--- config.mk ---
export PLATFORM = sky130hd
export DESIGN_NAME = alarm_status_mon
export DESIGN_NICKNAME = d
export VERILOG_FILES = /design/src/rtl/alarm_pkg.sv /design/src/rtl/alarm_flag_qual.sv /design/src/rtl/alarm_status_mon.sv
export SDC_FILE = /design/constraint.sdc
export NUM_CORES = 1
export LEC_CHECK = 0
export CORE_ASPECT_RATIO = 1.4
export CORE_MARGIN = 1.5
export CORE_UTILIZATION = 42
export DETAILED_ROUTE_END_ITERATION = 7
export HOLD_SLACK_MARGIN = 0.1
export PLACE_DENSITY_LB_ADDON = 0.2
export SETUP_SLACK_MARGIN = 0.4
export SLEW_MARGIN = 0
export SYNTH_ARGS = -nofsm -noshare
export SYNTH_HDL_FRONTEND = slang
export SYNTH_SLANG_ARGS = --single-unit
--- constraint.sdc ---
create_clock -name clk -period 2 [get_ports clk]
set_input_delay 0.4 -clock clk [delete_from_list [all_inputs] [get_ports clk]]
set_output_delay 0.4 -clock clk [all_outputs]
set_load 0.01 [all_outputs]
--- src/rtl/alarm_pkg.sv ---
// ============================================================================
// Module : alarm_pkg
// Brief  : Shared types, default thresholds and persistence helper for the
//          alarm status monitor.
// Rev    : 1.0 - initial release
// ============================================================================
`default_nettype none

package alarm_pkg;

  typedef enum logic {
    IDLE  = 1'b0,
    ALARM = 1'b1
  } qual_state_t;

  localparam logic [11:0] BATT_LOW_TH_DEF = 12'h800;
  localparam logic [11:0] BATT_HYST_DEF   = 12'h040;
  localparam logic [10:0] OVR_SPD_TH_DEF  = 11'd1536;
  localparam logic [10:0] SPD_HYST_DEF    = 11'd128;
  localparam logic [10:0] MOV_TH_DEF      = 11'd64;
  localparam int          PERSIST_DEF     = 50000;

  // Shortens the qualification window so simulations stay short.
  function automatic int persist_cnt(input int persist, input int fast_sim);
    return (fast_sim != 0) ? 4 : persist;
  endfunction

endpackage

`default_nettype wire

--- src/rtl/alarm_flag_qual.sv ---
// ============================================================================
// Module : alarm_flag_qual
// Brief  : Two-state persistence qualifier; the flag toggles only after its
//          condition holds for PERSIST_CNT consecutive cycles.
// Rev    : 1.0 - initial release
// ============================================================================
`default_nettype none

module alarm_flag_qual
  import alarm_pkg::*;
#(
  parameter int PERSIST_CNT = 4
) (
  input  logic clk,
  input  logic rst_n,
  input  logic set_cond,
  input  logic clr_cond,
  input  logic force_clr,
  input  logic latch,
  output logic flag
);

  localparam int             CW       = (PERSIST_CNT > 1) ? $clog2(PERSIST_CNT) : 1;
  localparam logic [CW-1:0]  CNT_LAST = CW'(PERSIST_CNT - 1);

  qual_state_t    state_q, state_d;
  logic [CW-1:0]  cnt_q, cnt_d;
  logic           cond;

  always_comb begin
    state_d = state_q;
    cnt_d   = '0;
    // A latched alarm never sees its clear condition.
    cond    = (state_q == IDLE) ? set_cond : (clr_cond & ~latch);
    if (force_clr) begin
      state_d = IDLE;
    end else if (cond) begin
      if (cnt_q == CNT_LAST) begin
        state_d = (state_q == IDLE) ? ALARM : IDLE;
      end else begin
        cnt_d = cnt_q + CW'(1);
      end
    end
  end

  always_ff @(posedge clk or negedge rst_n) begin
    if (!rst_n) begin
      state_q <= IDLE;
      cnt_q   <= '0;
    end else begin
      state_q <= state_d;
      cnt_q   <= cnt_d;
    end
  end

  assign flag = (state_q == ALARM);

endmodule

`default_nettype wire

--- src/rtl/alarm_status_mon.sv ---
// ============================================================================
// Module : alarm_status_mon
// Brief  : Qualified battery-low, over-speed and moving flags for the piezo
//          driver. Define ALARM_BATT_LATCH_EN to make batt_low sticky until reset.
// Rev    : 1.0 - initial release
// ============================================================================
`default_nettype none

module alarm_status_mon
  import alarm_pkg::*;
#(
  parameter logic [11:0] BATT_LOW_TH = BATT_LOW_TH_DEF,
  parameter logic [11:0] BATT_HYST   = BATT_HYST_DEF,
  parameter logic [10:0] OVR_SPD_TH  = OVR_SPD_TH_DEF,
  parameter logic [10:0] SPD_HYST    = SPD_HYST_DEF,
  parameter logic [10:0] MOV_TH      = MOV_TH_DEF,
  parameter int          PERSIST     = PERSIST_DEF,
  parameter int          FAST_SIM    = 0
) (
  input  logic        clk,
  input  logic        rst_n,
  input  logic [11:0] batt,
  input  logic        batt_vld,
  input  logic [10:0] lft_spd,
  input  logic [10:0] rght_spd,
  input  logic        en_steer,
  input  logic        pwr_up,
  output logic        batt_low,
  output logic        ovr_spd,
  output logic        moving
);

  localparam int          PERSIST_CNT = persist_cnt(PERSIST, FAST_SIM);
  localparam logic [12:0] BATT_CLR_TH = {1'b0, BATT_LOW_TH} + {1'b0, BATT_HYST};
  localparam logic [10:0] OVR_CLR_TH  = OVR_SPD_TH - SPD_HYST;

`ifdef ALARM_BATT_LATCH_EN
  localparam logic BATT_LATCH = 1'b1;
`else
  localparam logic BATT_LATCH = 1'b0;
`endif

  logic [11:0]        batt_reg_q, batt_reg_d;
  logic [10:0]        spd_mag_q, spd_mag_d;
  logic               moving_q, moving_d;
  logic signed [11:0] sum_w;
  logic signed [11:0] avg_w;

  assign batt_reg_d = batt_vld ? batt : batt_reg_q;

  assign sum_w = $signed({lft_spd[10], lft_spd}) + $signed({rght_spd[10], rght_spd});
  assign avg_w = sum_w >>> 1;
  // avg is within -1024..1023, so the 11-bit negate of -1024 yields 1024.
  assign spd_mag_d = avg_w[11] ? (~avg_w[10:0] + 11'd1) : avg_w[10:0];

  assign moving_d = en_steer & pwr_up & (spd_mag_q >= MOV_TH);

  always_ff @(posedge clk or negedge rst_n) begin
    if (!rst_n) begin
      batt_reg_q <= 12'hFFF;
      spd_mag_q  <= '0;
      moving_q   <= 1'b0;
    end else begin
      batt_reg_q <= batt_reg_d;
      spd_mag_q  <= spd_mag_d;
      moving_q   <= moving_d;
    end
  end

  alarm_flag_qual #(.PERSIST_CNT(PERSIST_CNT)) u_batt_qual (
    .clk       (clk),
    .rst_n     (rst_n),
    .set_cond  (batt_reg_q < BATT_LOW_TH),
    .clr_cond  ({1'b0, batt_reg_q} >= BATT_CLR_TH),
    .force_clr (1'b0),
    .latch     (BATT_LATCH),
    .flag      (batt_low)
  );

  alarm_flag_qual #(.PERSIST_CNT(PERSIST_CNT)) u_ovr_qual (
    .clk       (clk),
    .rst_n     (rst_n),
    .set_cond  (spd_mag_q > OVR_SPD_TH),
    .clr_cond  (spd_mag_q <= OVR_CLR_TH),
    .force_clr (~pwr_up),
    .latch     (1'b0),
    .flag      (ovr_spd)
  );

  assign moving = moving_q;

endmodule

`default_nettype wire
==> results.toml, run 1 <==
[outcome]
status = "finished, violations left"
violations = "setup timing"

[drt]
drc = 0
ant_nets = 0
routed_wl_mm = 6.29
first_pass_iters = 4
wl_per_cell_um = 12.8
num_vias = 2500
drtIter0Drc = 93
drt-vias-per-instance = 5.07

[clock_tree]
h-tree-depth = 2
cts-root-buf = "clkbuf_8"
cts_max_path_buffers = 2
clock-sinks = 52
clk_latency_ns = 0.31
cts_made_buffers = 5
cts_tree = "yes"
clk_pin_slew_ns = 0.09

[die]
ios = 42
fp.dieArea_um2 = 7460
die_h_um = 102
die_x_um = 73.4
start_util = 0.438
rows = 35
core_area_um2 = 6660

[critical_path]
rrSetupSlack_ns = 0.36
r2r_cells = 6
cp_slowest_cell = "fa_2"
worstSetupStartpointType = "input pin"
path_class = "in -> reg"
path_cells = "buf_6 > and2_4 > fa_2 > a21o_4 > a221oi_4 > o21bai_2 > a221o_1 > a21oi_2 > xnor2_2 > xnor2_1"
crit_required_ns = 2.24
max_stage_delay_ns = 0.34
critPathMaxFanout = 3
arrival_ns = 2.41
r2r-start = "batt_reg_q[8]"
end_kind = "flop"
r2r-end = "u_batt_qual.cnt_q[8]"

[flow_run]
max_cap_viol_count = 0

[logic_synthesis]
ys_seq_elements = 52
synth.distinct_cells = 50
synthFlopType = "dfrtp_1"
ys_warn_count = 0
synth_area_leaders = "dfrtp_1, xnor2_1, nor2_1"
synth_edf_count = 0
syn_area_um2 = 2920
synth_top_area_frac = 0.395
syn-num-nets = 351
synth_common_cells = "nor2_1, dfrtp_1, nand2_1, xnor2_1, xor2_1"
synth.most_common_cell = "nor2_1"
yosysSeqAreaShare = 0.449
synthCells = 298
postSynthAreaPerCell_um2 = 9.79
async_flop_share = 1.00
synth_top_cell_by_area = "dfrtp_1"

[sta]
setup_viol = 6
setup_ws_ns = -0.173
max_slew_margin = 0.783
period_needed_ns = 2.17
worstMarginPinSlew_ns = 0.322
grt_setup_unrepaired = "yes"
hold_viol = 0
fin_crit_sh = 1.09
hold_ws_ns = 0.473
fmax_ghz = 0.460
finClkSkew_ns = 0.0123
maxSlewViolCount = 0

[place]
place_ws_ns = -0.871
port-buffer-count = 35
routabilityCongestion = 0.867
dp_hpwl_mm = 4.22

[worst_hold_path]
holdPathStages = 2
min-delay-start = "lft_spd[1]"
hp-class = "in -> reg"
holdPathEnd = "spd_mag_q[0]"

[global_routing]
grt_max_degree = 44
antenna_found_initial = 0
grt_pass1_wl_mm = 10.1
overflow = 0
grt_pass1_vias = 2458
gr-usage-all-layers = 0.170

[cells_and_area]
finalNetCount = 453
drive_gt1_frac = 0.494
areaGrowthSynthToFinish_pct = 54.3
final_util = 0.676
diodes = 0

[power_and_ir_drop]
ir_drop_v = 0.000413
power.density_nw_per_um2 = 614
leakage_nw = 1.87
critical path, delay by kind of cell:
kind / cells / cell delay, ns
buf+inv: 1 / 0.09
compound gates: 5 / 1.15
xor+xnor: 2 / 0.29
simple gates: 1 / 0.14
fa+ha+maj: 1 / 0.34
power breakdown:
group	switching [W]	internal, W
registers	0.0000603	0.00115
clock network	0.000347	0.000409
logic	0.000354	0.000445
total	0.000761	0.00200
metal layers:
metal | track usage | vias up | wire length, um
li1 | - | 1231 | -
met2 | 0.340 | 33 | 3630
met4 | 0.0627 | 0 | 87
met1 | 0.170 | 1231 | 2450
met5 | 0 | - | 0
met3 | 0.0269 | 5 | 119
worst max path at each step:
stage | start | to | slack (ns) | depth (start not counted)
after floorplan | lft_spd[0] | spd_mag_q[9] | -0.36 | 9
after global routing | rght_spd[0] | spd_mag_q[9] | -0.26 | 10
after global placement | lft_spd[0] | spd_mag_q[9] | -0.86 | 10
after detailed placement | lft_spd[0] | spd_mag_q[9] | -0.87 | 10
final | rght_spd[0] | spd_mag_q[9] | -0.17 | 10
after CTS | rght_spd[0] | spd_mag_q[10] | -0.17 | 10
timing repair:
action	4_1_cts	5_1_grt
cloned	0	1
gates resized for setup	108	82
buffers inserted	11	11
hold endpoints to repair	9	0
pin swaps	48	52
hold buffers	1	0
setup endpoints to repair	23	43
per-stage QoR:
stage	setup TNS, ns	std cells	area (um^2)	power [W]
2_1_floorplan	-1.55	298	3020	0.00156
3_3_place_gp	-6.73	461	3750	0.00183
3_5_place_dp	-6.98	461	3750	0.00184
4_1_cts	-0.556	481	4130	0.00269
5_1_grt	-0.940	493	4500	0.00291
6_report	-0.462	493	4500	0.00276
flip-flops by register name, indices dropped and copies added, names as in the netlist:
name,cells
u_batt_qual.flag,1
u_ovr_qual.cnt_q,16
u_ovr_qual.flag,1
batt_reg_q,6
moving,1
u_batt_qual.cnt_q,16
spd_mag_q,11
final cells by class:
type / count / area (um^2)
fillers: 519 / 2160
multi-input cells: 233 / 2080
flip-flops and latches: 52 / 1310
repair buffers: 100 / 838
well taps: 92 / 115
clock buffers: 6 / 82.6
clock inverters: 2 / 38.8
inverters: 8 / 30.0
logic make-up (layout without fill, tap and decap cells):
logic type	count (synthesis)	count (layout)	synth area share
AND/OR/NAND/NOR	130	130	0.210
flip-flops	52	52	0.449
XOR/XNOR	44	44	0.132
AO/OA/AOI/OAI	39	39	0.101
adder cells (fa/ha/maj)	14	14	0.0626
buffers and inverters	13	116	0.0219
multiplexers	6	6	0.0232
cells in the final DEF (no fill, tap or decap), drive strengths merged, types with 8 or more instances in the layout:
| master | n |
|---|---|
| and3 | 9 |
| inv | 8 |
| ha | 13 |
| buf | 78 |
| nor3 | 8 |
| o21ai | 10 |
| dfrtp | 46 |
| clkdlybuf4s50 | 13 |
| nor2 | 50 |
| xor2 | 20 |
| nand3 | 10 |
| nand2 | 30 |
| clkbuf | 8 |
| xnor2 | 24 |
Power figures use the tool's default switching activity.
==> run 2: changes to the inputs <==
--- a/config.mk
+++ b/config.mk
@@ -9,6 +9,7 @@
 export CORE_MARGIN = 1.5
 export CORE_UTILIZATION = 42
 export DETAILED_ROUTE_END_ITERATION = 7
+export GPL_TIMING_DRIVEN = 0
 export HOLD_SLACK_MARGIN = 0.1
 export PLACE_DENSITY_LB_ADDON = 0.2
 export SETUP_SLACK_MARGIN = 0.4
==> run 2 against run 1 <==
Compared with the run above:
- the flow still finishes with violations (setup timing)
- sequential share of layout area grew 1.3 points
- worst hold slack worse by 0.38 ns
- non-clock buffer count down 29
- global-route usage increased by 0.34 points
- via count down 3.4%
- wire length is 0.32% higher
- highest routed layer unchanged
- final cell count shrank 5.9%
- count of clock-buffer cells in the layout increased by 2
- clock power down 21%
- combinational power fell by 9.9%
- fmax hardly changed
==> results.toml, run 2 (synthesized netlist as in run 1, its figures left out) <==
[clock_tree]
clk_pin_slew_ns = 0.09
cts_made_buffers = 5
clock-sinks = 52
cts-root-buf = "clkbuf_8"
h-tree-depth = 2
clk_latency_ns = 0.30
cts_max_path_buffers = 2
cts_tree = "yes"

[worst_hold_path]
hp-class = "in -> async"

[global_routing]
gr-usage-all-layers = 0.173
antenna_found_initial = 0
grt_pass1_vias = 2396
grt_max_degree = 28
grt_pass1_wl_mm = 10.3
overflow = 0

[cells_and_area]
finalNetCount = 424
final_area_um2 = 4310
final_util = 0.647
drive_gt1_frac = 0.417
diodes = 0
final_cell_mix = "dfrtp_1, nand2_1, nor2_4"
areaGrowthSynthToFinish_pct = 47.7
reg_top3 = "u_batt_qual.cnt_q x16, u_ovr_qual.cnt_q x16, spd_mag_q x11"
final_common_cell = "dfrtp_1"
fill_cells = 546

[critical_path]
crit_required_ns = 2.22
critical_path.startpoint = "rght_spd[0]"
critPathMaxFanout = 3
r2r_cells = 6
arrival_ns = 2.39
worstSetupStartpointType = "input pin"
rrSetupSlack_ns = 0.31
r2r-end = "u_batt_qual.cnt_q[12]"
crit_end = "spd_mag_q[9]"
end_kind = "flop"
path_class = "in -> reg"
r2r-start = "batt_reg_q[8]"

[drt]
drt-vias-per-instance = 5.20
wl_per_cell_um = 13.6
first_pass_iters = 4
num_vias = 2414
ant_nets = 0
routed_wl_mm = 6.31
drtIter0Drc = 71
drc = 0

[sta]
worstMarginPinSlew_ns = 0.582
maxSlewViolCount = 0
setup_ws_ns = -0.173
fin_crit_sh = 1.09
finClkSkew_ns = 0.0115
hold_viol = 0
period_needed_ns = 2.17
setup_viol = 7
max_slew_margin = 0.612
hold_ws_ns = 0.0886
grt_setup_unrepaired = "yes"
fmax_ghz = 0.460

[place]
routabilityCongestion = 0.761
port-buffer-count = 34
place_area_um2 = 3490
dp_hpwl_mm = 4.09

[power_and_ir_drop]
ir_drop_v = 0.000353
power.density_nw_per_um2 = 587
leakage_nw = 1.73

[die]
die_x_um = 73.4
rows = 35
ios = 42
start_util = 0.438
die_h_um = 102
fp.dieArea_um2 = 7460
core_area_um2 = 6660

[outcome]
status = "finished, violations left"
violations = "setup timing"

[flow_run]
max_cap_viol_count = 0
run 2: cell types whose count changed in the layout (fill, tap and decap cells not counted), moves of 2 or more:
| cell | previous run | this run |
|---|---|---|
| buf_2 | 10 | 4 |
| buf_4 | 53 | 22 |
| buf_6 | 14 | 12 |
| buf_8 | 0 | 4 |
| clkbuf_1 | 0 | 2 |
| dlygate4sd2_1 | 2 | 8 |
| nand2_1 | 22 | 24 |
| nor2_2 | 15 | 9 |
| nor2_4 | 18 | 23 |
| xnor2_1 | 21 | 19 |
| xnor2_2 | 2 | 4 |
run 2: how the worst min path moves through the flow:
stage / endpoint / slack [ns] / depth (start not counted)
CTS: u_ovr_qual.cnt_q[10] / 0.10 / 1
floorplan: moving / 0.10 / 0
detailed placement: u_ovr_qual.cnt_q[10] / 0.43 / 1
global route: u_ovr_qual.cnt_q[10] / 0.12 / 1
finish: u_ovr_qual.cnt_q[10] / 0.09 / 1
global placement: u_ovr_qual.cnt_q[0] / 0.44 / 1
run 2: metal layers:
metal	GRT usage	up-vias	part of all wire
met2	0.329	49	0.59
met1	0.192	1178	0.37
met5	0	-	0
met3	0.0289	14	0.024
met4	0.0541	0	0.019
li1	-	1173	-
run 2: power breakdown:
| group | switching, W | internal, W | total, W |
|---|---|---|---|
| clock network | 0.000315 | 0.000283 | 0.000597 |
| logic | 0.000341 | 0.000379 | 0.000720 |
| registers | 0.0000602 | 0.00115 | 0.00121 |
run 2: critical path, stage by stage:
cell	delay (ns)
buf_6	0.09
and2_4	0.14
fa_2	0.34
a21o_4	0.24
a221oi_4	0.32
o21bai_2	0.09
a221o_1	0.31
a21oi_2	0.17
xnor2_2	0.15
xnor2_1	0.13
run 2: per-stage QoR:
step / power (W) / std cells / TNS (ns) / setup slack, ns
6_report: 0.00253 / 464 / -0.687 / -0.173
2_1_floorplan: 0.00156 / 298 / -1.55 / -0.357
4_1_cts: 0.00247 / 453 / -0.678 / -0.237
3_3_place_gp: 0.00171 / 424 / -54.30 / -0.961
5_1_grt: 0.00266 / 464 / -1.27 / -0.281
3_5_place_dp: 0.00173 / 425 / -8.01 / -0.941
run 2: area by class of cell:
| type | count | area [um^2] | area share |
|---|---|---|---|
| Sequential cell | 52 | 1310 | 0.304 |
| Timing Repair Buffer | 66 | 616 | 0.143 |
| Tap cell | 92 | 115 | 0.0267 |
| Multi-Input combinational cell | 233 | 2090 | 0.486 |
| Buffer | 5 | 56.3 | 0.0131 |
| Inverter | 8 | 30.0 | 0.00697 |
| Clock buffer | 8 | 90.1 | 0.0209 |
run 2: repair_timing:
action | 4_1_cts | 5_1_grt
cloned | 1 | 1
buffers inserted | 19 | 10
gates resized for setup | 99 | 74
hold buffers | 0 | 0
endpoints found under the setup margin | 35 | 43
pin swaps | 61 | 42
